$ cat config.mk
export PLATFORM = sky130hd
export DESIGN_NAME = sysx_slave_port
export DESIGN_NICKNAME = d
export VERILOG_FILES = /design/src/rtl/sysx_pkg.sv /design/src/rtl/sysx_slave_fifo.sv /design/src/rtl/sysx_slave_port.sv
export SDC_FILE = /design/constraint.sdc
export NUM_CORES = 1
export LEC_CHECK = 0
export ABC_AREA = 0
export BUFFER_PORTS_ARGS = -buffer_cell sky130_fd_sc_hd__buf_2
export CAP_MARGIN = 10
export CORE_ASPECT_RATIO = 1.4
export CORE_MARGIN = 2
export CORE_UTILIZATION = 58
export CTS_CLUSTER_DIAMETER = 150
export DETAILED_ROUTE_END_ITERATION = 12
export PLACE_DENSITY_LB_ADDON = 0.12
export SLEW_MARGIN = 20
export SYNTH_ARGS = -nofsm -noshare
export SYNTH_HDL_FRONTEND = slang
export SYNTH_HIERARCHICAL = 1
export SYNTH_SLANG_ARGS = --single-unit
$ cat constraint.sdc
create_clock -name iClkA -period 3.47 [get_ports iClkA]
set_input_delay 0.347 -clock iClkA [delete_from_list [all_inputs] [get_ports iClkA]]
set_output_delay 0.347 -clock iClkA [all_outputs]
set_load 0.1 [all_outputs]
$ cat src/rtl/sysx_pkg.sv
`default_nettype none
// ============================================================================
// Module   : sysx_pkg
// Brief    : Shared constants and helpers for the sysX v1 slave port.
// Revision : 1.0 - initial release
// ============================================================================
package sysx_pkg;

    localparam logic [1:0] SYSX_REG_RX     = 2'd0;
    localparam logic [1:0] SYSX_REG_TX     = 2'd1;
    localparam logic [1:0] SYSX_REG_STATUS = 2'd2;
    localparam logic [1:0] SYSX_REG_CONFIG = 2'd3;

    localparam logic [2:0] EDGE_LOAD = 3'd1;
    localparam logic [2:0] EDGE_LOLO = 3'd2;
    localparam logic [2:0] EDGE_HIHI = 3'd5;

    localparam int STAT_EMPTY    = 0;
    localparam int STAT_COUNT_LO = 1;
    localparam int STAT_TXVALID  = 4;
    localparam int STAT_OVERFLOW = 5;

    function automatic logic [2:0] satCount3(input int unsigned cnt);
        return (cnt > 32'd7) ? 3'd7 : cnt[2:0];
    endfunction

endpackage
`default_nettype wire

$ cat src/rtl/sysx_slave_fifo.sv
`default_nettype none
// ============================================================================
// Module   : sysx_slave_fifo
// Brief    : Show-ahead synchronous FIFO; a pop frees room for a same-cycle push.
// Revision : 1.0 - initial release
// ============================================================================
module sysx_slave_fifo #(
    parameter int WIDTH      = 32,
    parameter int DEPTH_LOG2 = 2
) (
    input  logic                  iClkA,
    input  logic                  iReset,
    input  logic                  i_push,
    input  logic [WIDTH-1:0]      i_data,
    input  logic                  i_pop,
    output logic [WIDTH-1:0]      o_head,
    output logic                  o_full,
    output logic                  o_empty,
    output logic [DEPTH_LOG2:0]   o_count
);

    localparam int                    DEPTH     = 2 ** DEPTH_LOG2;
    localparam logic [DEPTH_LOG2:0]   C_DEPTH   = (DEPTH_LOG2 + 1)'(DEPTH);
    localparam logic [DEPTH_LOG2:0]   C_CNT_ONE = (DEPTH_LOG2 + 1)'(1);
    localparam logic [DEPTH_LOG2-1:0] C_PTR_ONE = DEPTH_LOG2'(1);

    logic [WIDTH-1:0]      r_mem [DEPTH];
    logic [DEPTH_LOG2-1:0] r_wrPtr;
    logic [DEPTH_LOG2-1:0] r_rdPtr;
    logic [DEPTH_LOG2:0]   r_count;
    logic                  w_doPush;
    logic                  w_doPop;

    assign o_empty  = (r_count == '0);
    assign o_full   = (r_count == C_DEPTH);
    assign o_head   = r_mem[r_rdPtr];
    assign o_count  = r_count;
    assign w_doPop  = i_pop & ~o_empty;
    assign w_doPush = i_push & (~o_full | w_doPop);

    always_ff @(posedge iClkA) begin
        if (w_doPush) begin
            r_mem[r_wrPtr] <= i_data;
        end
    end

    always_ff @(posedge iClkA) begin
        if (iReset) begin
            r_wrPtr <= '0;
            r_rdPtr <= '0;
            r_count <= '0;
        end else begin
            if (w_doPush) r_wrPtr <= r_wrPtr + C_PTR_ONE;
            if (w_doPop)  r_rdPtr <= r_rdPtr + C_PTR_ONE;
            case ({w_doPush, w_doPop})
                2'b10:   r_count <= r_count + C_CNT_ONE;
                2'b01:   r_count <= r_count - C_CNT_ONE;
                default: r_count <= r_count;
            endcase
        end
    end

endmodule
`default_nettype wire

$ cat src/rtl/sysx_slave_port.sv
`default_nettype none
// ============================================================================
// Module   : sysx_slave_port
// Brief    : sysX v1 slave endpoint: oversampled bus framing, RX FIFO, TX shadow.
// Revision : 1.0 - initial release
// ============================================================================
module sysx_slave_port
    import sysx_pkg::*;
#(
    parameter logic [1:0] pSlaveId       = 2'd1,
    parameter int         pRxDepthLog2   = 2,
    parameter int         pIdleCycles    = 16,
    parameter logic [7:0] pIdleFill      = 8'hFF,
    parameter bit         pDropIdleWords = 1'b1
) (
    input  logic        iClkA,
    input  logic        iReset,
    input  logic        iBusClock,
    input  logic [1:0]  iBusSelect,
    input  logic [7:0]  iBusMOSI,
    output logic [7:0]  oBusMISO,
    output logic        oBusMISOEnable,
    output logic        oBusInterrupt,
    input  logic [1:0]  iAddress,
    input  logic        iWrite,
    input  logic        iRead,
    input  logic [31:0] iData,
    output logic [31:0] oData,
    output logic        oHostInterrupt
);

    localparam int                IDLE_W   = $clog2(pIdleCycles + 1);
    localparam logic [IDLE_W-1:0] IDLE_MAX = IDLE_W'(pIdleCycles);
    localparam logic [IDLE_W-1:0] IDLE_ONE = IDLE_W'(1);

    logic [1:0]          r_clkSync;
    logic                r_clkPrev;
    logic [1:0]          r_selMeta;
    logic [1:0]          r_selSync;
    logic [2:0]          r_edge;
    logic [IDLE_W-1:0]   r_idleCnt;
    logic [31:0]         r_shadow;
    logic [31:0]         r_rxWord;
    logic [7:0]          r_miso;
    logic                r_pushReq;
    logic [31:0]         r_txReg;
    logic                r_txValid;
    logic                r_overflow;
    logic                r_intEnable;
    logic [31:0]         r_data;

    logic                w_busClk;
    logic                w_fall;
    logic                w_selected;
    logic                w_shadowLoad;
    logic [31:0]         w_loadWord;
    logic [1:0]          w_byteIdx;
    logic [1:0]          w_nextIdx;
    logic                w_push;
    logic                w_pop;
    logic [31:0]         w_head;
    logic                w_full;
    logic                w_empty;
    logic [pRxDepthLog2:0] w_count;
    logic [31:0]         w_status;

    assign w_busClk     = r_clkSync[1];
    assign w_fall       = r_clkPrev & ~w_busClk;
    assign w_selected   = (r_selSync == pSlaveId);
    assign w_shadowLoad = w_selected & w_fall & (r_edge == 3'd0);
    assign w_loadWord   = r_txValid ? r_txReg : {4{pIdleFill}};
    assign w_byteIdx    = 2'(r_edge + 3'd1 - EDGE_LOLO);
    assign w_nextIdx    = w_byteIdx + 2'd1;
    assign w_push       = r_pushReq & ~(pDropIdleWords && (r_rxWord == 32'hFFFF_FFFF));
    assign w_pop        = iRead & (iAddress == SYSX_REG_RX) & ~w_empty;

    assign oBusMISO       = r_miso;
    assign oBusMISOEnable = w_selected;
    assign oBusInterrupt  = r_intEnable & r_txValid;
    assign oData          = r_data;
    assign oHostInterrupt = ~w_empty;

    always_ff @(posedge iClkA) begin
        if (iReset) begin
            r_clkSync <= 2'b11;
            r_clkPrev <= 1'b1;
            r_selMeta <= 2'd0;
            r_selSync <= 2'd0;
        end else begin
            r_clkSync <= {r_clkSync[0], iBusClock};
            r_clkPrev <= w_busClk;
            r_selMeta <= iBusSelect;
            r_selSync <= r_selMeta;
        end
    end

    // Frame sequencing: fall wins over the idle timeout since the count is stale by one cycle.
    always_ff @(posedge iClkA) begin
        if (iReset) begin
            r_edge    <= 3'd0;
            r_idleCnt <= '0;
            r_shadow  <= {4{pIdleFill}};
            r_rxWord  <= '0;
            r_miso    <= pIdleFill;
            r_pushReq <= 1'b0;
        end else begin
            r_pushReq <= 1'b0;
            if (!w_busClk) begin
                r_idleCnt <= '0;
            end else if (r_idleCnt != IDLE_MAX) begin
                r_idleCnt <= r_idleCnt + IDLE_ONE;
            end

            if (!w_selected) begin
                r_edge <= 3'd0;
                r_miso <= pIdleFill;
            end else if (w_fall) begin
                if (r_edge != 3'd7) r_edge <= r_edge + 3'd1;
                if (r_edge == 3'd0) begin
                    r_shadow <= w_loadWord;
                    r_miso   <= w_loadWord[7:0];
                end else if (r_edge >= EDGE_LOAD && r_edge < EDGE_HIHI) begin
                    r_rxWord[{w_byteIdx, 3'b000} +: 8] <= iBusMOSI;
                    if (r_edge == EDGE_HIHI - 3'd1) begin
                        r_miso    <= pIdleFill;
                        r_pushReq <= 1'b1;
                    end else begin
                        r_miso <= r_shadow[{w_nextIdx, 3'b000} +: 8];
                    end
                end
            end else if (r_idleCnt == IDLE_MAX) begin
                r_edge <= 3'd0;
                r_miso <= pIdleFill;
            end
        end
    end

    always_comb begin
        w_status                       = '0;
        w_status[STAT_EMPTY]           = w_empty;
        w_status[STAT_COUNT_LO +: 3]   = satCount3(32'(w_count));
        w_status[STAT_TXVALID]         = r_txValid;
        w_status[STAT_OVERFLOW]        = r_overflow;
    end

    // A TX write coinciding with the shadow load stays pending: the set below wins.
    always_ff @(posedge iClkA) begin
        if (iReset) begin
            r_txReg     <= '0;
            r_txValid   <= 1'b0;
            r_overflow  <= 1'b0;
            r_intEnable <= 1'b0;
            r_data      <= '0;
        end else begin
            if (w_shadowLoad) r_txValid <= 1'b0;
            if (iWrite) begin
                case (iAddress)
                    SYSX_REG_TX: begin
                        r_txReg   <= iData;
                        r_txValid <= 1'b1;
                    end
                    SYSX_REG_STATUS: if (iData[STAT_OVERFLOW]) r_overflow <= 1'b0;
                    SYSX_REG_CONFIG: r_intEnable <= iData[0];
                    default: ;
                endcase
            end
            if (w_push && w_full && !w_pop) r_overflow <= 1'b1;
            if (iRead) begin
                case (iAddress)
                    SYSX_REG_RX:     r_data <= w_empty ? 32'd0 : w_head;
                    SYSX_REG_TX:     r_data <= r_txReg;
                    SYSX_REG_STATUS: r_data <= w_status;
                    default:         r_data <= {31'd0, r_intEnable};
                endcase
            end
        end
    end

    sysx_slave_fifo #(
        .WIDTH      (32),
        .DEPTH_LOG2 (pRxDepthLog2)
    ) u_rxFifo (
        .iClkA   (iClkA),
        .iReset  (iReset),
        .i_push  (w_push),
        .i_data  (r_rxWord),
        .i_pop   (w_pop),
        .o_head  (w_head),
        .o_full  (w_full),
        .o_empty (w_empty),
        .o_count (w_count)
    );

endmodule
`default_nettype wire

==> flow_metrics.py, run 1 <==
metrics = {
    "cts": {
        "post_cts_buffers": 0,
        "h-tree-depth": 1,
        "insertion_delay_ps": 550,
        "cts_tree": "built",
        "clockRootBuffer": "clkbuf_16",
        "clock_sinks": 292,
        "clk_path_buf_depth": 3,
        "cts.clk_slew.worst_paths_ps": 60,
        "numCtsBuffers": 27,
    },
    "synth": {
        "ys_ff_latch": 292,
        "ys.flop_type": "dfxtp_1",
        "yosysSeqAreaShare_pct": 61.5,
        "synth_cell_types": 61,
        "async_flop_share_pct": 0,
        "synth_edf_count": 128,
        "synth_warnings": 6,
        "syn_nets": 1018,
        "syn-mean-instance-area_um2": 12.1,
        "syn_inst": 955,
        "syn_area_um2": 11600,
    },
    "global_route": {
        "grt_overflow": 0,
        "top_usage_layer": "met2",
        "grt_max_degree": 63,
        "use_met1_pct": 34.5,
        "grtUsageMet3_pct": 3.22,
        "use_met2_pct": 46.0,
        "antenna_found_initial": 0,
        "grtUsageTotal_pct": 26.5,
        "grt_pass1_wl_um": 42000,
        "grt_pass1_vias": 7449,
    },
    "outcome": {
        "status": "finished clean",
    },
    "floorplan": {
        "die_x_um": 123,
        "core_area_um2": 19800,
        "dieArea_um2": 21100,
        "initial_utilization_pct": 58.6,
        "fp-row-count": 61,
        "io_pins": 92,
        "die_y_um": 171,
    },
    "sta": {
        "fin_crit_sh_pct": 89.0,
        "setup_viol": 0,
        "worst_pin_slew_ps": 942,
        "fin_ws_ps": 381,
        "skew_ps": 23.8,
        "report.final.slew_viol_count": 0,
        "hold_slack_ps": 14.0,
        "fin_crit_ps": 3090,
        "relSlewSlack_pct": 36.4,
        "fin_tns_setup_ps": 0,
        "timing.fmax_mhz": 324,
        "hold_viol": 0,
        "rsz0062_at_grt": "false",
    },
    "worst_setup_path": {
        "r2r_start": "r_rxWord[22]$_SDFFE_PP0P_",
        "path_buf_inv": 0,
        "path_class": "flop to flop",
        "cp_max_fo": 9,
        "worstPathCellList": "nand4_1 > nor4_1 > nand2_1 > and2_1 > nand2b_1 > fa_1 > nand2b_1 > o31ai_2 > mux2_1",
        "timing.critical_path.from": "r_rxWord[22]$_SDFFE_PP0P_",
        "cp_slowest_cell": "nor4_1",
        "crit_family": "simple AND/OR/NAND/NOR gates",
        "worstPathRequired_ps": 3880,
        "end_kind": "flop",
        "slowest_delay_ps": 600,
        "worstSetupStartpointType": "flop",
        "worstPathArrival_ps": 3500,
        "cpMostUsedCell": "nand2b_1",
    },
    "power": {
        "p_seq_share_pct": 52.4,
        "power_mw": 6.93,
        "netSwitchingFraction_pct": 22.6,
        "clkPwrFrac_pct": 42.6,
        "internal_power_mw": 5.37,
        "cellPowerDensity_nw_per_um2": 527,
        "p_leak_nw": 4.63,
        "ir_drop_mv": 0.465,
        "p_sw_mw": 1.57,
        "power_frac_comb_pct": 5.0,
    },
    "finish": {
        "finish.utilization_pct": 66.5,
        "num-fill-cells": 1528,
        "mostFrequentLayoutCells": "163 x dfxtp_1, 128 x edfxtp_1, 98 x nand2_1",
        "multiInputGateArea_um2": 4140,
        "antennaDiodeCount": 0,
        "area_growth_pct": 13.5,
        "nets": 1098,
        "regArea_um2": 7130,
        "final_cell_count_no_fill": 1308,
        "drive_gt1_share_pct": 19.4,
        "final_area_um2": 13100,
        "final_common_cell": "dfxtp_1",
    },
    "drt": {
        "ant_nets": 0,
        "wl_per_cell_um": 21.1,
        "dr.pass1.iters": 5,
        "drt_iter0_drc": 704,
        "vias_per_cell": 5.99,
        "dr_total_vias": 7837,
        "drc_errors": 0,
        "drt_wl_total_um": 27600,
    },
    "place": {
        "hpwl_um": 18600,
        "port_buffers": 91,
        "placed_area_um2": 12300,
        "gp_congestion": 0.891,
        "dp_cells": 1257,
        "preCtsSetupSlack_ps": 465,
    },
    "run": {
        "drv_cap": 0,
    },
    "hold_path": {
        "hold_path.startpoint": "iBusSelect[0]",
        "hold_class": "input port to flop",
    },
}
-- cell usage after synthesis, types with 5 or more instances --
cell type	instances	area, um2
dfxtp_1	164	3280
edfxtp_1	128	3840
nand2_1	98	368
nor2_1	75	282
a21oi_1	53	265
o21ai_0	38	190
a22oi_1	35	263
clkbuf_1	35	131
nor3b_1	33	248
mux4_2	32	721
nand3_1	28	140
a211oi_1	24	180
mux2i_1	19	190
a22o_1	16	140
buf_2	16	80.1
inv_1	15	56.3
ha_1	13	163
and2_1	12	75.1
nor2b_1	10	62.6
nand4_1	8	50.1
nand2b_1	7	43.8
o211ai_1	7	52.6
nor3_1	6	30.0
o211a_1	6	60.1
or2_2	6	37.5
a2bb2oi_1	5	43.8
buf_1	5	18.8
xor2_1	5	43.8
-- sequential cells by signal, summed over array words and instances, names as in the netlist, named ones only --
name              flops
u_rxFifo/r_mem      128
oData                32
r_rxWord             32
r_shadow             32
r_txReg              32
oBusMISO              8
r_idleCnt             5
r_edge                3
u_rxFifo/o_count      3
r_clkSync             2
r_selMeta             2
r_selSync             2
u_rxFifo/r_rdPtr      2
u_rxFifo/r_wrPtr      2
r_clkPrev             1
r_intEnable           1
r_overflow            1
r_pushReq             1
r_txValid             1
-- power groups by stage --
stage	clock network (mW)	registers, mW	logic, mW
2_1_floorplan	0	3.82	0.127
6_report	2.95	3.63	0.348
4_1_cts	3.00	3.63	0.350
3_5_place_dp	0	3.71	0.348
3_3_place_gp	0	3.71	0.346
5_1_grt	3.13	3.63	0.371
-- path summary, 6_finish.rpt --
kind	to	slack (ps)	cells after the start
setup / recovery	u_rxFifo/o_count[2]$_SDFFE_PP0P_	380	9
hold / removal	r_selMeta[0]$_SDFF_PP0_	10	2
setup reg to reg	u_rxFifo/o_count[2]$_SDFFE_PP0P_	380	9
hold reg to reg	r_clkSync[1]$_SDFF_PP1_	410	1
-- layer usage --
metal / share of wire (%) / vias up
li1: - / 3710
met1: 41 / 3853
met2: 51 / 211
met3: 5.0 / 63
met4: 3.2 / 0
met5: 0 / -
-- area by class of cell --
cell class                      count  area share, %
Sequential cell                   292           54.2
Multi-Input combinational cell    587           31.5
Clock buffer                       39           5.82
Timing Repair Buffer              112           4.80
Tap cell                          252           2.40
Clock inverter                     11          0.876
Inverter                           15          0.428
-- worst reg2reg max path: stages, from the launching register on --
cell,delay (ps)
dfxtp_1,420
nand4_1,140
nor4_1,600
nand2_1,210
and2_1,310
nand2b_1,190
fa_1,380
nand2b_1,160
o31ai_2,210
mux2_1,340
-- cells by family (layout without fill, tap and decap cells) --
group                      Yosys count  count (layout)  share of synthesized area (%)
buffers and inverters               76             177                           2.83
xor gates and xnor gates             9               9                          0.680
muxes                               52              52                           7.96
AOI/OAI and AO/OA                  211             211                           12.3
and+or+nand+nor                    301             301                           13.2
DFF                                292             292                           61.5
adders and majority gates           14              14                           1.58
-- what timing repair did --
| action | 4_1_cts | 5_1_grt |
|---|---|---|
| hold endpoints to repair | 1 | 0 |
| hold buffers | 1 | 0 |
| gates resized for setup | 0 | 0 |
(Power assumes the default switching activity.)
==> run 2, diff against run 1 <==
- CORE_UTILIZATION: 58 -> 30
==> run 2 against run 1 <==
Wire length grew 21%. Worst hold slack better by 2.9 ps. Via count down 0.11%. Worst setup slack gained 370 ps. Register-to-register slack improved by 370 ps. Maximum frequency increased by 14%. Clock skew decreased by 9.5 ps. Clock-buffer cell count is 1 higher. Design area rose by 4.6%. Core utilization shrank 31 points. Critical path depth is 1 higher.
==> flow_metrics.py, run 2 (same netlist as run 1, synthesis figures left out) <==
metrics = {
    "outcome": {
        "status": "finished clean",
    },
    "run": {
        "drv_cap": 0,
    },
    "power": {
        "p_leak_nw": 4.78,
        "cellPowerDensity_nw_per_um2": 516,
        "power_mw": 7.09,
        "ir_drop_mv": 0.379,
    },
    "floorplan": {
        "die_x_um": 170,
        "die_y_um": 237,
        "io_pins": 92,
        "initial_utilization_pct": 30.3,
        "core_area_um2": 38300,
        "fp-row-count": 85,
        "dieArea_um2": 40200,
    },
    "finish": {
        "area_growth_pct": 18.7,
        "nets": 1133,
        "regMostFlops": "u_rxFifo/r_mem",
        "drive_gt1_share_pct": 20.1,
        "final_common_cell": "dfxtp_1",
        "largest_reg_flops": 128,
        "final_cell_count_no_fill": 1571,
        "mostFrequentLayoutCells": "163 x dfxtp_1, 128 x edfxtp_1, 98 x nand2_1",
        "antennaDiodeCount": 0,
        "num-fill-cells": 3791,
    },
    "place": {
        "dp_cells": 1495,
        "hpwl_um": 22700,
        "port_buffers": 91,
        "gp_congestion": 0.746,
    },
    "hold_path": {
        "hold_class": "input port to flop",
        "hold_path.startpoint": "iData[13]",
        "hold_depth": 3,
        "worstHoldEndpoint": "r_txReg[13]$_SDFFE_PP0P_",
    },
    "drt": {
        "ant_nets": 0,
        "drt_iter0_drc": 439,
        "drc_errors": 0,
        "wl_per_cell_um": 21.3,
        "dr.pass1.iters": 4,
        "dr_total_vias": 7828,
        "vias_per_cell": 4.98,
        "drt_wl_total_um": 33400,
    },
    "worst_setup_path": {
        "worstPathRequired_ps": 3940,
        "r2r_start": "r_rxWord[18]$_SDFFE_PP0P_",
        "cp_slowest_cell": "dfxtp_1",
        "worstSetupStartpointType": "flop",
        "path_class": "flop to flop",
        "cp_max_fo": 6,
        "reg2reg_slack_ps": 750,
        "end_kind": "flop",
        "reg2regPathDepth": 10,
        "r2r_end": "u_rxFifo/o_count[2]$_SDFFE_PP0P_",
        "worstPathArrival_ps": 3190,
        "slowest_delay_ps": 420,
        "worstPathCellList": "nand4_1 > nor4_1 > buf_4 > nand2_1 > and2_1 > nand2b_1 > fa_1 > nand2b_1 > o31ai_2 > mux2_1",
        "cpMostUsedCell": "nand2b_1",
    },
    "sta": {
        "setup_viol": 0,
        "relSlewSlack_pct": 39.4,
        "hold_viol": 0,
        "timing.fmax_mhz": 368,
        "report.final.slew_viol_count": 0,
        "worst_pin_slew_ps": 908,
        "fin_crit_ps": 2720,
        "fin_tns_setup_ps": 0,
        "hold_slack_ps": 17.0,
        "skew_ps": 14.4,
        "fin_crit_sh_pct": 78.3,
        "rsz0062_at_grt": "false",
    },
    "cts": {
        "clock_sinks": 292,
        "clockRootBuffer": "clkbuf_16",
        "clk_path_buf_depth": 3,
        "post_cts_buffers": 0,
        "h-tree-depth": 1,
        "cts.clk_slew.worst_paths_ps": 60,
        "ctsHoldBuffers": 20,
        "ctsResizeCount": 0,
        "numCtsBuffers": 31,
        "cts_tree": "built",
        "insertion_delay_ps": 580,
    },
    "global_route": {
        "grt_pass1_vias": 7902,
        "grt_pass1_wl_um": 50300,
        "antenna_found_initial": 0,
        "grt_overflow": 0,
        "grtUsageTotal_pct": 16.7,
        "grt_max_degree": 69,
    },
}
## run 2: cell count changes in the layout (fill, tap and decap cells not counted), moves of 2 or more
cell | before | now
clkbuf_8 | 4 | 0
clkbuf_1 | 7 | 9
inv_4 | 2 | 0
clkinv_1 | 0 | 3
clkbuf_16 | 27 | 31
clkinvlp_4 | 0 | 5
dlygate4sd3_1 | 1 | 20
buf_4 | 20 | 33
## run 2: critical path: cells and delay by family, from the launching register on
kind | cells | cell delay (ps)
AND/OR/NAND/NOR | 6 | 1090
AO/OA/AOI/OAI | 1 | 180
adder cells (fa/ha/maj) | 1 | 390
multiplexers | 1 | 330
flip-flops | 1 | 420
buffers and inverters | 1 | 190
## run 2: area by class of cell
class / instances / area, um2 / share of cell area (%)
inverters: 15 / 56.3 / 0.409
well taps: 478 / 598 / 4.35
multi-input cells: 587 / 4140 / 30.1
clock buffers: 40 / 810 / 5.89
clock inverters: 16 / 118 / 0.855
repair buffers: 143 / 898 / 6.53
flip-flops and latches: 292 / 7130 / 51.8
## run 2: per-stage QoR
step | utilization, % | setup slack, ps | cell area [um2]
floorplan | - | 796 | 11600
global placement | 33.0 | 704 | 12600
detailed placement | 33.0 | 677 | 12600
CTS | 35.9 | 693 | 13700
global route | 35.9 | 510 | 13800
finish | 35.9 | 752 | 13800
## run 2: worst max-delay path by stage
stage               cells past startpoint                              from                                to  slack (ps)
floorplan                               7  u_rxFifo/o_count[0]$_SDFFE_PP0P_    u_rxFifo/r_mem[0][0]$_DFFE_PP_         800
global placement                       10         r_rxWord[18]$_SDFFE_PP0P_  u_rxFifo/o_count[2]$_SDFFE_PP0P_         700
detailed placement                     10         r_rxWord[18]$_SDFFE_PP0P_  u_rxFifo/o_count[2]$_SDFFE_PP0P_         680
CTS                                    10         r_rxWord[18]$_SDFFE_PP0P_  u_rxFifo/o_count[2]$_SDFFE_PP0P_         690
global route                           10         r_rxWord[18]$_SDFFE_PP0P_  u_rxFifo/o_count[2]$_SDFFE_PP0P_         510
finish                                 10         r_rxWord[18]$_SDFFE_PP0P_  u_rxFifo/o_count[2]$_SDFFE_PP0P_         750
## run 2: report_power, final
group	total, mW	switching [mW]	internal, mW	leakage (nW)
Clock	3.08	1.37	1.71	0.440
Combinational	0.374	0.274	0.0999	1.77
Sequential	3.64	0.0403	3.60	2.56
Total	7.09	1.68	5.41	4.78
## run 2: routing by layer
metal  vias up  wire [um]  part of all wire (%)  track usage (%)
li1       3778          -                     -                -
met2       137      17700                    53             30.1
met1      3875      13900                    42             20.9
met5         -          0                     0                0
met3        38       1060                   3.2             1.92
met4         0        695                   2.1             4.53
==> run 3, diff against run 2 <==
- clock period: 3.47 -> 2.8 ns (I/O delays scaled with it)
==> run 3 against run 2 <==
Maximum frequency increased by 5.4%. Register-to-register slack got worse by 530 ps. Worst setup slack worse by 530 ps. First-iteration DRC count down 6.6%. Combinational power is 30% higher. Non-clock buffer count is 26 higher. Critical path depth shrank 1. Wire length rose by 0.48%. Sequential power up 24%. Core utilization grew 1.1 points. Critical path type unchanged. Largest power group unchanged.
==> flow_metrics.py, run 3 (same netlist as run 1, synthesis figures left out) <==
metrics = {
    "outcome": {
        "status": "finished clean",
    },
    "global_route": {
        "grt_pass1_wl_um": 51100,
        "grt_overflow": 0,
        "grtUsageTotal_pct": 16.9,
        "grt_max_degree": 63,
        "antenna_found_initial": 0,
        "grt_pass1_vias": 8122,
    },
    "drt": {
        "drt_iter0_drc": 410,
        "dr.pass1.iters": 5,
        "ant_nets": 0,
        "dr_total_vias": 7946,
        "drt_wl_total_um": 33600,
        "vias_per_cell": 4.98,
        "drc_errors": 0,
        "wl_per_cell_um": 21.0,
    },
    "cts": {
        "h-tree-depth": 1,
        "clock_sinks": 292,
        "cts.clk_slew.worst_paths_ps": 60,
        "numCtsBuffers": 30,
        "clk_path_buf_depth": 3,
        "insertion_delay_ps": 560,
        "ctsResizeCount": 0,
        "cts_tree": "built",
        "clockRootBuffer": "clkbuf_16",
    },
    "floorplan": {
        "dieArea_um2": 40200,
        "die_x_um": 170,
        "fp-row-count": 85,
        "io_pins": 92,
        "core_area_um2": 38300,
        "die_y_um": 237,
        "initial_utilization_pct": 30.3,
    },
    "sta": {
        "hold_viol": 0,
        "rsz0062_at_grt": "false",
        "report.final.slew_viol_count": 0,
        "fin_crit_sh_pct": 92.1,
        "fin_crit_ps": 2580,
        "worst_pin_slew_ps": 699,
        "timing.fmax_mhz": 388,
        "skew_ps": 12.6,
        "fin_tns_setup_ps": 0,
        "fin_ws_ps": 221,
        "relSlewSlack_pct": 53.4,
        "setup_viol": 0,
    },
    "finish": {
        "mostFrequentLayoutCells": "163 x dfxtp_1, 128 x edfxtp_1, 98 x nand2_1",
        "largest_reg_flops": 128,
        "antennaDiodeCount": 0,
        "drive_gt1_share_pct": 20.9,
        "nets": 1158,
        "regMostFlops": "u_rxFifo/r_mem",
        "final_common_cell": "dfxtp_1",
        "area_growth_pct": 22.3,
    },
    "power": {
        "p_seq_share_pct": 48.6,
        "netSwitchingFraction_pct": 22.5,
        "clkPwrFrac_pct": 46.1,
        "ir_drop_mv": 0.461,
        "internal_power_mw": 7.17,
        "p_leak_nw": 4.97,
        "cellPowerDensity_nw_per_um2": 653,
        "power_frac_comb_pct": 5.2,
        "p_sw_mw": 2.09,
    },
    "worst_setup_path": {
        "reg2reg_slack_ps": 220,
        "r2r_start": "r_rxWord[13]$_SDFFE_PP0P_",
        "r2r_end": "u_rxFifo/o_count[2]$_SDFFE_PP0P_",
        "end_kind": "flop",
        "path_class": "flop to flop",
        "reg2regPathDepth": 9,
        "cp_max_fo": 6,
        "worstPathRequired_ps": 3240,
        "worstPathArrival_ps": 3020,
        "worstSetupStartpointType": "flop",
    },
    "place": {
        "preCtsSetupSlack_ps": 201,
        "port_buffers": 91,
        "hpwl_um": 22400,
        "gp_congestion": 0.735,
    },
    "hold_path": {
        "hold_depth": 2,
        "hold_path.startpoint": "iBusMOSI[5]",
        "hold_class": "input port to flop",
        "worstHoldEndpoint": "r_rxWord[21]$_SDFFE_PP0P_",
    },
    "run": {
        "drv_cap": 0,
    },
}
run 3: metal layers:
| layer | wire (um) | global-route usage, % |
|---|---|---|
| met4 | 878 | 5.08 |
| met5 | 0 | 0 |
| met3 | 1010 | 1.82 |
| met2 | 17100 | 30.1 |
| met1 | 14600 | 21.3 |
run 3: through the flow:
stage / total power [mW] / instances / util [%] / area (um2) / hold WS (ps)
after floorplan: 4.89 / 955 / - / 11600 / 384
after global placement: 5.05 / 1507 / 33.4 / 12800 / 400
after detailed placement: 5.05 / 1507 / 33.4 / 12800 / 395
after CTS: 9.39 / 1597 / 37.0 / 14200 / 9.71
after global routing: 9.58 / 1597 / 37.0 / 14200 / 17.4
final: 9.25 / 1597 / 37.0 / 14200 / 28.0
run 3: worst max path at each step:
stage | start | to | cells past startpoint
after floorplan | u_rxFifo/o_count[0]$_SDFFE_PP0P_ | u_rxFifo/r_mem[0][0]$_DFFE_PP_ | 7
final | r_rxWord[13]$_SDFFE_PP0P_ | u_rxFifo/o_count[2]$_SDFFE_PP0P_ | 9
after global routing | r_rxWord[25]$_SDFFE_PP0P_ | u_rxFifo/o_count[2]$_SDFFE_PP0P_ | 10
after detailed placement | r_rxWord[13]$_SDFFE_PP0P_ | u_rxFifo/o_count[2]$_SDFFE_PP0P_ | 9
after CTS | r_rxWord[13]$_SDFFE_PP0P_ | u_rxFifo/o_count[2]$_SDFFE_PP0P_ | 9
after global placement | r_rxWord[30]$_SDFFE_PP0P_ | u_rxFifo/o_count[2]$_SDFFE_PP0P_ | 10
run 3: worst max-delay path, cell delays in order (launching register included):
cell and delay (ps):
dfxtp_1 430, nand4_1 160, nor4_1 300, nand2_1 170
and2_1 200, nand2b_1 150, fa_1 380, nand2b_1 160
o31ai_2 190, mux2_1 330
run 3: timing repair:
| action | CTS | global route |
|---|---|---|
| endpoints found under the hold margin | 35 | 0 |
| hold buffers | 34 | 0 |
| buffers inserted | 0 | 0 |
| setup endpoints to repair | 0 | 0 |
run 3: power by group through the flow:
stage               sequential (mW)  clock, mW  combinational [mW]
floorplan                      4.73          0               0.157
global placement               4.59          0               0.454
detailed placement             4.59          0               0.454
CTS                            4.50       4.39               0.492
global route                   4.50       4.56               0.520
finish                         4.50       4.27               0.485
run 3: cell type report:
class / count / area, um2
clock inverter: 19 / 251
timing repair buffer: 169 / 1200
multi-input combinational: 587 / 4140
tap: 478 / 598
inverter: 15 / 56.3
clock buffer: 37 / 798
fill: 3747 / 24100
sequential: 292 / 7130
